<file path="src/rtl/hamming_encode_engine_pkg.sv">
// Shared SECDED (16,11) types, FSM encoding and the reference encode function.
// The decoder stage and the benches import the same function.
package hamming_pkg;
  typedef logic [11:1] msg_t;
  typedef logic [15:0] cw_t;

  localparam int P0 = 0;
  localparam int P1 = 1;
  localparam int P2 = 2;
  localparam int P4 = 4;
  localparam int P8 = 8;

  typedef enum logic [2:0] {IDLE, RD_LO, RD_HI, WR_LO, WR_HI, DONE} state_t;

  // Data bits occupy the non-power-of-two positions; p0 gives even parity over all 16 bits.
  function automatic cw_t hamming_encode(msg_t d);
    cw_t cw;
    cw        = '0;
    cw[15:9]  = d[11:5];
    cw[7:5]   = d[4:2];
    cw[3]     = d[1];
    cw[P8]    = ^d[11:5];
    cw[P4]    = (^d[11:8]) ^ (^d[4:2]);
    cw[P2]    = d[11] ^ d[10] ^ d[7] ^ d[6] ^ d[4] ^ d[3] ^ d[1];
    cw[P1]    = d[11] ^ d[9] ^ d[7] ^ d[5] ^ d[4] ^ d[2] ^ d[1];
    cw[P0]    = ^cw[15:1];
    return cw;
  endfunction
endpackage

</file>
<file path="src/rtl/hamming_encode_engine_if.sv">
// Start/done handshake plus the shared byte-wide data-memory port.
interface hamming_encode_engine_if #(parameter int AW = 8);
  logic          start;
  logic          busy;
  logic          done;
  logic [AW-1:0] mem_addr;
  logic [7:0]    mem_rd_data;
  logic          mem_wr_en;
  logic [7:0]    mem_wr_data;

  modport master (input start, mem_rd_data,
                  output busy, done, mem_addr, mem_wr_en, mem_wr_data);
  modport slave  (output start, mem_rd_data,
                  input busy, done, mem_addr, mem_wr_en, mem_wr_data);
endinterface

</file>
<file path="src/rtl/hamming_encode_engine_enc11.sv">
// Pure combinational 11-bit message to 16-bit SECDED codeword.
module hamming_enc11
  import hamming_pkg::*;
(
  input  msg_t msg,
  output cw_t  cw
);
  assign cw = hamming_encode(msg);
endmodule

</file>
<file path="src/rtl/hamming_encode_engine.sv">
// Walks NUM_MSG byte-pair messages from SRC_BASE and writes SECDED codewords to DST_BASE.
// Four memory cycles per message; the codeword is formed combinationally from the latched bytes.
module hamming_encode_engine
  import hamming_pkg::*;
#(
  parameter int NUM_MSG  = 15,
  parameter int SRC_BASE = 0,
  parameter int DST_BASE = 30,
  parameter int AW       = 8
) (
  input logic clk,
  input logic reset,
  hamming_encode_engine_if.master bus
);
  localparam logic [6:0] LAST = 7'(NUM_MSG - 1);

  state_t        state;
  logic [6:0]    idx;
  logic [7:0]    lo_q;
  logic [2:0]    hi_q;
  logic          busy_q, done_q;
  cw_t           cw;
  logic [AW-1:0] src_a, dst_a;

  hamming_enc11 u_enc (.msg({hi_q, lo_q}), .cw(cw));

  // Byte offset 2*idx wraps modulo 2^AW together with the base.
  assign src_a = AW'(SRC_BASE) + AW'({idx, 1'b0});
  assign dst_a = AW'(DST_BASE) + AW'({idx, 1'b0});

  assign bus.busy = busy_q;
  assign bus.done = done_q;

  always_comb begin
    bus.mem_addr    = '0;
    bus.mem_wr_en   = 1'b0;
    bus.mem_wr_data = '0;
    case (state)
      RD_LO: bus.mem_addr = src_a;
      RD_HI: bus.mem_addr = src_a + AW'(1);
      WR_LO: begin
        bus.mem_addr    = dst_a;
        bus.mem_wr_en   = 1'b1;
        bus.mem_wr_data = cw[7:0];
      end
      WR_HI: begin
        bus.mem_addr    = dst_a + AW'(1);
        bus.mem_wr_en   = 1'b1;
        bus.mem_wr_data = cw[15:8];
      end
      default: ;
    endcase
  end

  always_ff @(posedge clk or negedge reset) begin
    if (!reset) begin
      state  <= IDLE;
      idx    <= '0;
      lo_q   <= '0;
      hi_q   <= '0;
      busy_q <= 1'b0;
      done_q <= 1'b0;
    end else begin
      case (state)
        IDLE: if (bus.start) begin
          state  <= RD_LO;
          idx    <= '0;
          done_q <= 1'b0;
          busy_q <= 1'b1;
        end
        RD_LO: begin
          lo_q   <= bus.mem_rd_data;
          done_q <= 1'b0;
          state  <= RD_HI;
        end
        RD_HI: begin
          hi_q  <= bus.mem_rd_data[2:0];
          state <= WR_LO;
        end
        WR_LO: state <= WR_HI;
        WR_HI: if (idx == LAST) begin
          state  <= DONE;
          busy_q <= 1'b0;
        end else begin
          idx   <= idx + 7'd1;
          state <= RD_LO;
        end
        // done rises on the first DONE cycle even if start is already high, so a
        // held start still yields a one-cycle done pulse before the next run.
        DONE: begin
          done_q <= 1'b1;
          if (bus.start) begin
            state  <= RD_LO;
            idx    <= '0;
            busy_q <= 1'b1;
          end
        end
        default: state <= IDLE;
      endcase
    end
  end
endmodule
</file>
<file path="src/flat_wrapper.sv">
// flat-port wrapper written by rule: the top's interface ports become plain ports
module hamming_encode_engine_flat import hamming_pkg::*;
#(
  parameter int NUM_MSG  = 15,
  parameter int SRC_BASE = 0,
  parameter int DST_BASE = 30,
  parameter int AW       = 8
)
  (clk, reset, bus_start, bus_mem_rd_data, bus_busy, bus_done, bus_mem_addr, bus_mem_wr_en, bus_mem_wr_data);
  hamming_encode_engine_if #(.AW(AW)) bus_i ();
  input logic clk;
  input logic reset;
  input wire logic [$bits(bus_i.start)-1:0] bus_start;
  input wire logic [$bits(bus_i.mem_rd_data)-1:0] bus_mem_rd_data;
  output wire logic [$bits(bus_i.busy)-1:0] bus_busy;
  output wire logic [$bits(bus_i.done)-1:0] bus_done;
  output wire logic [$bits(bus_i.mem_addr)-1:0] bus_mem_addr;
  output wire logic [$bits(bus_i.mem_wr_en)-1:0] bus_mem_wr_en;
  output wire logic [$bits(bus_i.mem_wr_data)-1:0] bus_mem_wr_data;
  assign bus_i.start = bus_start;
  assign bus_i.mem_rd_data = bus_mem_rd_data;
  assign bus_busy = bus_i.busy;
  assign bus_done = bus_i.done;
  assign bus_mem_addr = bus_i.mem_addr;
  assign bus_mem_wr_en = bus_i.mem_wr_en;
  assign bus_mem_wr_data = bus_i.mem_wr_data;
  hamming_encode_engine #(.NUM_MSG(NUM_MSG), .SRC_BASE(SRC_BASE), .DST_BASE(DST_BASE), .AW(AW)) u_core (.clk(clk), .reset(reset), .bus(bus_i));
endmodule
</file>
<file path="config.mk">
export PLATFORM = sky130hd
export DESIGN_NAME = hamming_encode_engine_flat
export DESIGN_NICKNAME = d
export VERILOG_FILES = /design/src/rtl/hamming_encode_engine_pkg.sv /design/src/rtl/hamming_encode_engine_if.sv /design/src/rtl/hamming_encode_engine_enc11.sv /design/src/rtl/hamming_encode_engine.sv /design/src/flat_wrapper.sv
export SDC_FILE = /design/constraint.sdc
export NUM_CORES = 1
export LEC_CHECK = 0
export BUFFER_PORTS_ARGS = -buffer_cell sky130_fd_sc_hd__buf_2
export CAP_MARGIN = 20
export CORE_ASPECT_RATIO = 0.5
export CORE_MARGIN = 5
export CORE_UTILIZATION = 59
export DETAILED_ROUTE_END_ITERATION = 8
export GPL_TIMING_DRIVEN = 0
export PLACE_DENSITY_LB_ADDON = 0.05
export SYNTH_ARGS = -nofsm -noshare
export SYNTH_HDL_FRONTEND = slang
export SYNTH_SLANG_ARGS = --single-unit
export TNS_END_PERCENT = 50
</file>
<file path="constraint.sdc">
create_clock -name clk -period 3.02 [get_ports clk]
set_input_delay 0.151 -clock clk [delete_from_list [all_inputs] [get_ports clk]]
set_output_delay 0.151 -clock clk [all_outputs]
set_load 0.1 [all_outputs]
</file>
# Word level (Yosys, flattened, before mapping)
# Cells that the tools add are included.
[classes] n_reduce_logical=12 muxes=14 n_addsub=4 n_eq_ne=10 bitwise=13
[ops] operator="case mux 8 bit (4 select lines)" n=1
[ops] operator="adder 8 x 1 -> 8 bit, second input constant" n=2
[ops] operator="case mux 8 bit (2 select lines)" n=1
[ops] operator="case mux 3 bit (5 select lines)" n=1
[ops] operator="XOR reduction 15 bit" n=1
[ops] operator="two-way mux 7 bit" n=2
[ops] operator="case mux 7 bit (2 select lines)" n=1
[ops] operator="bitwise XOR 1 bit" n=13
[ops] operator="adder 5 x 8 -> 8 bit, first input constant" n=1
[ops] operator="adder 7 x 1 -> 7 bit, second input constant" n=1
[ops] operator="== test 7 x 4 -> 1 bit, second input constant" n=1
[ops] operator="XOR reduction 7 bit" n=1
[ops] operator="== test 3 x 2 -> 1 bit, second input constant" n=2
[ops] operator="== test 3 bit, second input constant" n=2
[ops] operator="two-way mux 3 bit" n=2
[ops] operator="AND reduction 3 bit" n=2
[ops] operator="two-way mux 1 bit" n=4
[ops] operator="!= test 2 x 1 -> 1 bit, second input constant" n=2
[ops] operator="!= test 2 bit, second input constant" n=2
[ops] operator="OR reduction 2 bit" n=2
[ops] operator="XOR reduction 4 bit" n=1
[ops] operator="== test 3 x 1 -> 1 bit, second input constant" n=1
[ops] operator="logical NOT 3 bit" n=1
[ops] operator="case mux 1 bit (3 select lines)" n=1
[ops] operator="other kinds (5)" n=5
[word_totals] regBits=23 word_cells=59 out_inout_bits=19 input_bits=11

# Longest topological paths before layout
# Gate-level depths: netlist of run 1.
[logic_depth] word_depth=8 mapped_depth=7 mapped_depth_nobuf=7

# By module
# From an unflattened synthesis of run 1, not the netlist that was laid out.
[unflattened] hier_cells=169 hier_area_um2=1676.6
[by_module_without_submodules] mod="hamming_encode_engine" cells_per_inst=140 area_each_um2=1393.8 instances=1 seq_area_each_um2=575.6
[by_module_without_submodules] mod="hamming_enc11" cells_per_inst=29 area_each_um2=282.8 instances=1 seq_area_each_um2=0.0

# Worst setup path before layout of run 1
# No wires, ideal clock.
[synth_path] path_kind="register to output" from="register u_core.state[2]" to="output port bus_mem_addr[7]" arrival_ns=4.403 path_buffers=1 required_ns=2.869 setup_slack_ns=-1.534 stages_incl_launch_ff=5 path_cell_list="dfrtp_1 -> buf_2 -> nor3b_2 -> nor2_1 -> o41ai_1"
[synth_between] elab_chain_cells=2 elab_cells_between_ends=5 cone_classes="4 x eq/ne; 1 x mux"
[synth_rtl] element="start: declaration" line_no="hamming_encode_engine.sv:17" text="state_t state;"
[synth_rtl] element="start signal: assignment" line_no="hamming_encode_engine.sv:57" text="state <= IDLE;"
[synth_rtl] element="start signal: assignment" line_no="hamming_encode_engine.sv:66" text="state <= RD_LO;"
[synth_rtl] element="start signal: assignment" line_no="hamming_encode_engine.sv:74" text="state <= RD_HI;"
[synth_rtl] element="== test 3 bit, or another cell as far along" line_no="hamming_encode_engine.sv:38" text="case (state)"
[synth_rtl] element="case mux 8 bit (4 select lines) (*)" line_no="hamming_encode_engine.sv:38"
[synth_rtl] element="end: declaration" line_no="flat_wrapper.sv:17" text="output wire logic [$bits(bus_i.mem_addr)-1:0] bus_mem_addr;"
# Mark *: on every way between the ends. The rest lies on a longest branch, timed or not.

# Worst setup path after layout of run 1
[layout_path] from="register u_core.state[1]" to="output port bus_mem_addr[5]"
# The elaborated chain is that of the path after synthesis.

==> impl_metrics.py, run 1 <==
metrics = {
    "outcome": {
        "status": "finished clean",
    },
    "yosys": {
        "synth_area_leaders": "dfrtp_1 37%, xnor2_1 9.6%, mux2_2 8.0%",
        "postSynthAreaPerCell_sq_um": 9.72,
        "syn_nets": 174,
        "synth_edf_count": 0,
        "synthCells": 160,
        "yosysSeqAreaShare_pct": 37.0,
        "yosysTopAreaCellShare_pct": 37.0,
        "ys.flop_type": "dfrtp_1",
        "synth_cell_types": 36,
        "async_reset_ff_share_pct": 100,
        "synth_area_sq_um": 1560,
        "synth_top_area_cell": "dfrtp_1",
        "ys_ff_latch": 23,
        "yosys_warnings": 0,
    },
    "cts": {
        "path_clk_slew_ns": 0.08,
        "cts_made_buffers": 3,
        "clkLatencyLatePin_ns": 0.26,
        "cts_root_buffer": "clkbuf_8",
        "cts_tree": "done",
        "htreeDepth": 1,
        "postCtsSetupBuffers": 0,
        "clock_path_buffers": 2,
        "clkSinkCount": 23,
    },
    "routing": {
        "final_antenna_net_count": 0,
        "post-route-drc-count": 0,
        "wirelength_um": 3410,
        "vias": 1266,
        "drtPass1Iterations": 4,
        "viasPerCell": 5.48,
        "wl_per_cell_um": 14.7,
        "drtIter0Drc": 42,
    },
    "timing": {
        "rsz0062_at_grt": "no",
        "period_minus_slack_ns": 2.78,
        "min_period_over_period_pct": 92.2,
        "slew_violations": 0,
        "max_slew_margin_pct": 45.0,
        "worst_pin_slew_ns": 0.814,
        "max_clock_freq_mhz": 359,
        "hold_violations": 0,
        "setup_violations": 0,
        "timing.setup.tns_ns": 0,
        "finClkSkew_ns": 0.00366,
    },
    "layout": {
        "drive_above_1_share_pct": 28.9,
        "n_fill_cell": 224,
        "finalNonFillerCells": 231,
        "fin_area_sq_um": 1840,
        "num_antenna_cells": 0,
        "syn_to_final_growth_pct": 18.5,
        "fin_util_pct": 72.2,
        "fin_nets": 209,
    },
    "critical_path": {
        "crit_path_end_kind": "primary output",
        "r2r_setup_slack_ns": 0.77,
        "worstPathArrival_ns": 2.63,
        "crit_required_ns": 2.87,
        "crit_fanout": 10,
        "path_class": "register to primary output",
        "startpoint_type": "register",
    },
    "placement": {
        "placed_area_sq_um": 1780,
        "hpwl_um": 2480,
        "placed_cells": 226,
        "gp_congestion": 0.784,
        "portBuffers": 29,
    },
    "global_routing": {
        "grt_max_degree": 24,
        "grt_use_total_pct": 20.4,
        "grt_overflow_total": 0,
        "grt_pass1_wl_um": 5730,
        "grtUsageMet2_pct": 36.3,
        "antenna_found_initial": 0,
        "first_global_vias": 1254,
        "grt.busiest_layer": "met2",
        "grt_use_met3_pct": 4.88,
        "use_met1_pct": 25.7,
    },
    "floorplan": {
        "io_pins": 30,
        "die_h_um": 46.3,
        "start_util_pct": 60.9,
        "die_area_sq_um": 3830,
        "row_count": 13,
        "die_x_um": 82.6,
        "core_area_sq_um": 2550,
    },
    "power": {
        "leakage_uw": 0.000787,
        "power_density_nw_per_um2": 337,
        "vdd_ir_drop_max_v": 0.000226,
    },
    "run": {
        "maxCapViolCount": 0,
    },
    "hold_path": {
        "hold_class": "input port to register",
    },
}
## power by group
part | internal [uW] | switching [uW]
Combinational | 53.7 | 49.5
Clock | 94.2 | 97.1
Sequential | 316 | 11.6
Total | 464 | 158
## final cells by class
cell class / instances / area [sq um] / share of cell area [%]
Multi-Input combinational cell: 127 / 973 / 52.8
Sequential cell: 23 / 576 / 31.2
Timing Repair Buffer: 30 / 155 / 8.42
Tap cell: 37 / 46.3 / 2.51
Clock buffer: 4 / 45.0 / 2.44
Buffer: 6 / 32.5 / 1.77
Inverter: 4 / 15.0 / 0.815
## flip-flops by register name, indices dropped and copies added (netlist names)
signal           count
u_core.lo_q          8
u_core.idx           7
u_core.bus.busy      1
u_core.state         3
u_core.hi_q          3
u_core.bus.done      1
## cell families after synthesis
group / synth area share [%]
compound gates: 17.0
xor+xnor: 15.5
fa+ha+maj: 2.41
buf+inv: 3.06
flops: 37.0
mux: 7.96
simple gates: 17.1
## Yosys cell counts (2+ instances only)
library cell,instances
a21oi_1,7
a22o_1,7
a32o_1,2
buf_2,2
clkbuf_1,3
dfrtp_1,23
ha_1,3
inv_1,4
mux2_2,11
nand2_1,14
nand2b_1,3
nor2_1,17
nor2b_1,2
nor3_1,2
nor3b_1,2
nor3b_2,2
o21ai_0,12
o31ai_1,3
xnor2_1,17
xor2_1,8
## critical path: stages (launching register included)
cell      delay (ns)
dfrtp_1         0.35
clkbuf_1        0.43
nor3b_4         0.15
nor2_1          0.59
inv_1           0.16
a21oi_1         0.29
a21oi_4         0.09
buf_2           0.29
## worst paths after layout
| check | start | end | depth (start not counted) |
|---|---|---|---|
| max in group asynchronous | reset | u_core.bus.done | 2 |
| setup reg to reg | u_core.idx[0] | u_core.idx[5] | 7 |
| setup / recovery | u_core.state[1] | bus_mem_addr[5] | 7 |
| hold / removal | bus_mem_rd_data[5] | u_core.lo_q[5] | 2 |
| hold reg to reg | u_core.bus.done | u_core.bus.done | 2 |
| min in group asynchronous | reset | u_core.state[2] | 2 |
## layer usage
metal	wire, um	up-vias
li1	-	629
met1	1570	605
met2	1640	30
met3	179	2
met4	13	0
met5	0	-
## stage by stage
| stage | hold slack [ns] | worst slack, ns | power [uW] |
|---|---|---|---|
| 4_1_cts | 0.110 | 0.144 | 633 |
| 6_report | 0.116 | 0.236 | 622 |
| 3_3_place_gp | 0.145 | 0.456 | 430 |
| 5_1_grt | 0.0982 | 0.0935 | 659 |
| 3_5_place_dp | 0.161 | 0.459 | 436 |
| 2_1_floorplan | -0.145 | -0.539 | 411 |
## what timing repair did
item	in CTS	in global routing
setup endpoints to repair	0	3
hold buffers	1	0
hold endpoints to repair	23	0
resized for setup	0	1
## layout by cell type, fill, tap and decap left out, types with 2 or more instances in the layout
| master | synthesis | layout |
|---|---|---|
| nor3b_1 | 2 | 2 |
| o21ai_0 | 12 | 11 |
| mux2_2 | 11 | 11 |
| clkbuf_1 | 3 | 4 |
| xor2_1 | 8 | 8 |
| nand2b_1 | 3 | 3 |
| a21oi_1 | 7 | 6 |
| nor2b_1 | 2 | 2 |
| clkbuf_8 | 0 | 3 |
| a22o_1 | 7 | 7 |
| xnor2_1 | 17 | 17 |
| nor3_1 | 2 | 2 |
| nor2_1 | 17 | 17 |
| ha_1 | 3 | 3 |
| nand2_1 | 14 | 14 |
| inv_1 | 4 | 4 |
| a32o_1 | 2 | 2 |
| buf_2 | 2 | 31 |
| o31ai_1 | 3 | 2 |
| dfrtp_1 | 23 | 23 |
Power figures use the tool's default switching activity.
==> run 2, diff against run 1 <==
CORE_UTILIZATION = 55   (was 59)
clock period = 2.8 ns   (was 3.02 ns; I/O delays follow)
==> run 2 against run 1 <==
Against the previous run: core utilization down 2.5 points; non-clock buffer count is the same; hold slack worse by 0.0079 ns; critical path type unchanged; design area is 0.27% higher; global-route usage fell by 3.0 points; via count decreased by 0.16%; die area up 6.0%; combinational power rose by 6%; critical path depth unchanged; sequential share of layout area fell by 0.084 points.
==> impl_metrics.py, run 2 (synthesis results as in run 1) <==
metrics = {
    "hold_path": {
        "min_path_cells": 2,
        "hold_class": "input port to register",
    },
    "global_routing": {
        "grt_overflow_total": 0,
        "grt_use_total_pct": 17.4,
        "grt_max_degree": 24,
        "antenna_found_initial": 0,
        "grt_pass1_wl_um": 5490,
        "first_global_vias": 1206,
    },
    "placement": {
        "portBuffers": 29,
        "placed_cells": 226,
        "hpwl_um": 2430,
        "gp_congestion": 0.798,
        "dp_slack_ns": 0.205,
    },
    "critical_path": {
        "startpoint_type": "register",
        "crit_required_ns": 2.66,
        "path_class": "register to primary output",
        "crit_fanout": 10,
        "crit_path_end_kind": "primary output",
        "r2r_cells": 7,
        "worstPathArrival_ns": 2.47,
    },
    "cts": {
        "path_clk_slew_ns": 0.08,
        "postCtsSetupBuffers": 0,
        "clock_path_buffers": 2,
        "clkSinkCount": 23,
        "cts_tree": "done",
        "htreeDepth": 1,
        "cts_root_buffer": "clkbuf_8",
        "cts_made_buffers": 3,
        "clkLatencyLatePin_ns": 0.26,
    },
    "floorplan": {
        "die_h_um": 47.6,
        "row_count": 13,
        "die_area_sq_um": 4060,
        "die_x_um": 85.2,
        "start_util_pct": 58.7,
        "io_pins": 30,
        "core_area_sq_um": 2650,
    },
    "layout": {
        "layout_common_cells": "31 x buf_2, 23 x dfrtp_1, 17 x xnor2_1, 15 x nor2_1, 14 x nand2_1",
        "top_register": "u_core.lo_q",
        "num_antenna_cells": 0,
        "largest_reg_flops": 8,
        "fin_nets": 209,
        "finalNonFillerCells": 231,
        "final_common_cell": "buf_2",
        "syn_to_final_growth_pct": 18.8,
        "reg_top3": "u_core.lo_q x8, u_core.idx x7",
        "drive_above_1_share_pct": 29.9,
    },
    "run": {
        "maxCapViolCount": 0,
    },
    "timing": {
        "rsz0062_at_grt": "no",
        "worst_pin_slew_ns": 0.808,
        "period_minus_slack_ns": 2.61,
        "slew_violations": 0,
        "setup_ws_ns": 0.194,
        "min_period_over_period_pct": 93.1,
        "max_slew_margin_pct": 45.4,
        "max_clock_freq_mhz": 384,
        "setup_violations": 0,
        "hold_violations": 0,
        "finClkSkew_ns": 0.00763,
    },
    "power": {
        "power_density_nw_per_um2": 361,
        "leakage_uw": 0.000789,
        "vdd_ir_drop_max_v": 0.000291,
    },
    "routing": {
        "vias": 1264,
        "wl_per_cell_um": 14.1,
        "wirelength_um": 3270,
        "final_antenna_net_count": 0,
        "drtPass1Iterations": 4,
        "drtIter0Drc": 34,
        "viasPerCell": 5.47,
        "post-route-drc-count": 0,
    },
    "outcome": {
        "status": "finished clean",
    },
}
[run 2: changes by cell type in the layout (fill, tap and decap cells not counted)]
cell / change
nor2_1: -2
nor2_2: +2
o21ai_0: -1
o21ai_1: +1
[run 2: cell type report]
| type | instances | area, sq um |
|---|---|---|
| timing repair buffer | 30 | 155 |
| sequential | 23 | 576 |
| tap | 37 | 46.3 |
| clock buffer | 4 | 45.0 |
| buffer | 6 | 32.5 |
| inverter | 4 | 15.0 |
| multi-input combinational | 127 | 978 |
| fill | 225 | 803 |
[run 2: stage by stage]
step / power [uW] / cell area [sq um] / setup TNS [ns] / hold WS, ns / utilization, %
floorplan: 443 / 1590 / -2.06 / -0.156 / -
global placement: 465 / 1780 / 0 / 0.137 / 67.2
detailed placement: 468 / 1780 / 0 / 0.146 / 67.2
CTS: 678 / 1840 / 0 / 0.0979 / 69.5
global route: 701 / 1850 / 0 / 0.0947 / 69.7
finish: 667 / 1850 / 0 / 0.108 / 69.7
[run 2: final timing paths]
check	from	end	slack [ns]
max reg2reg	u_core.idx[0]	u_core.idx[5]	0.55
min in group asynchronous	reset	u_core.bus.busy	0.39
min reg2reg	u_core.bus.done	u_core.bus.done	0.51
max	u_core.state[2]	bus_mem_addr[5]	0.19
min	bus_mem_rd_data[4]	u_core.lo_q[4]	0.11
max in group asynchronous	reset	u_core.bus.done	2.06
[run 2: power by group]
group / leakage (uW) / internal, uW / switching [uW] / total (uW)
Clock: 0.0000228 / 101 / 104 / 205
Combinational: 0.000488 / 58.0 / 51.0 / 109
Sequential: 0.000279 / 341 / 12.0 / 353
Total: 0.000789 / 500 / 167 / 667
[run 2: timing repair]
item	4_1_cts	5_1_grt
gates cloned	0	0
hold endpoints to repair	23	0
resized for setup	1	2
hold buffers	1	0
setup endpoints to repair	4	4
[run 2: critical path: stages (launching register included)]
cell     delay (ns)
dfrtp_1        0.43
buf_2          0.24
nor3b_4        0.47
nor2_2         0.20
inv_1          0.15
a21oi_1        0.11
a21oi_4        0.16
buf_2          0.43
[run 2: per-layer routing]
metal,track usage (%),up-vias,routed length (um)
li1,-,632,-
met1,21.4,590,1500
met2,33.5,40,1540
met3,3.78,2,221
met4,2.21,0,6
met5,0,-,0
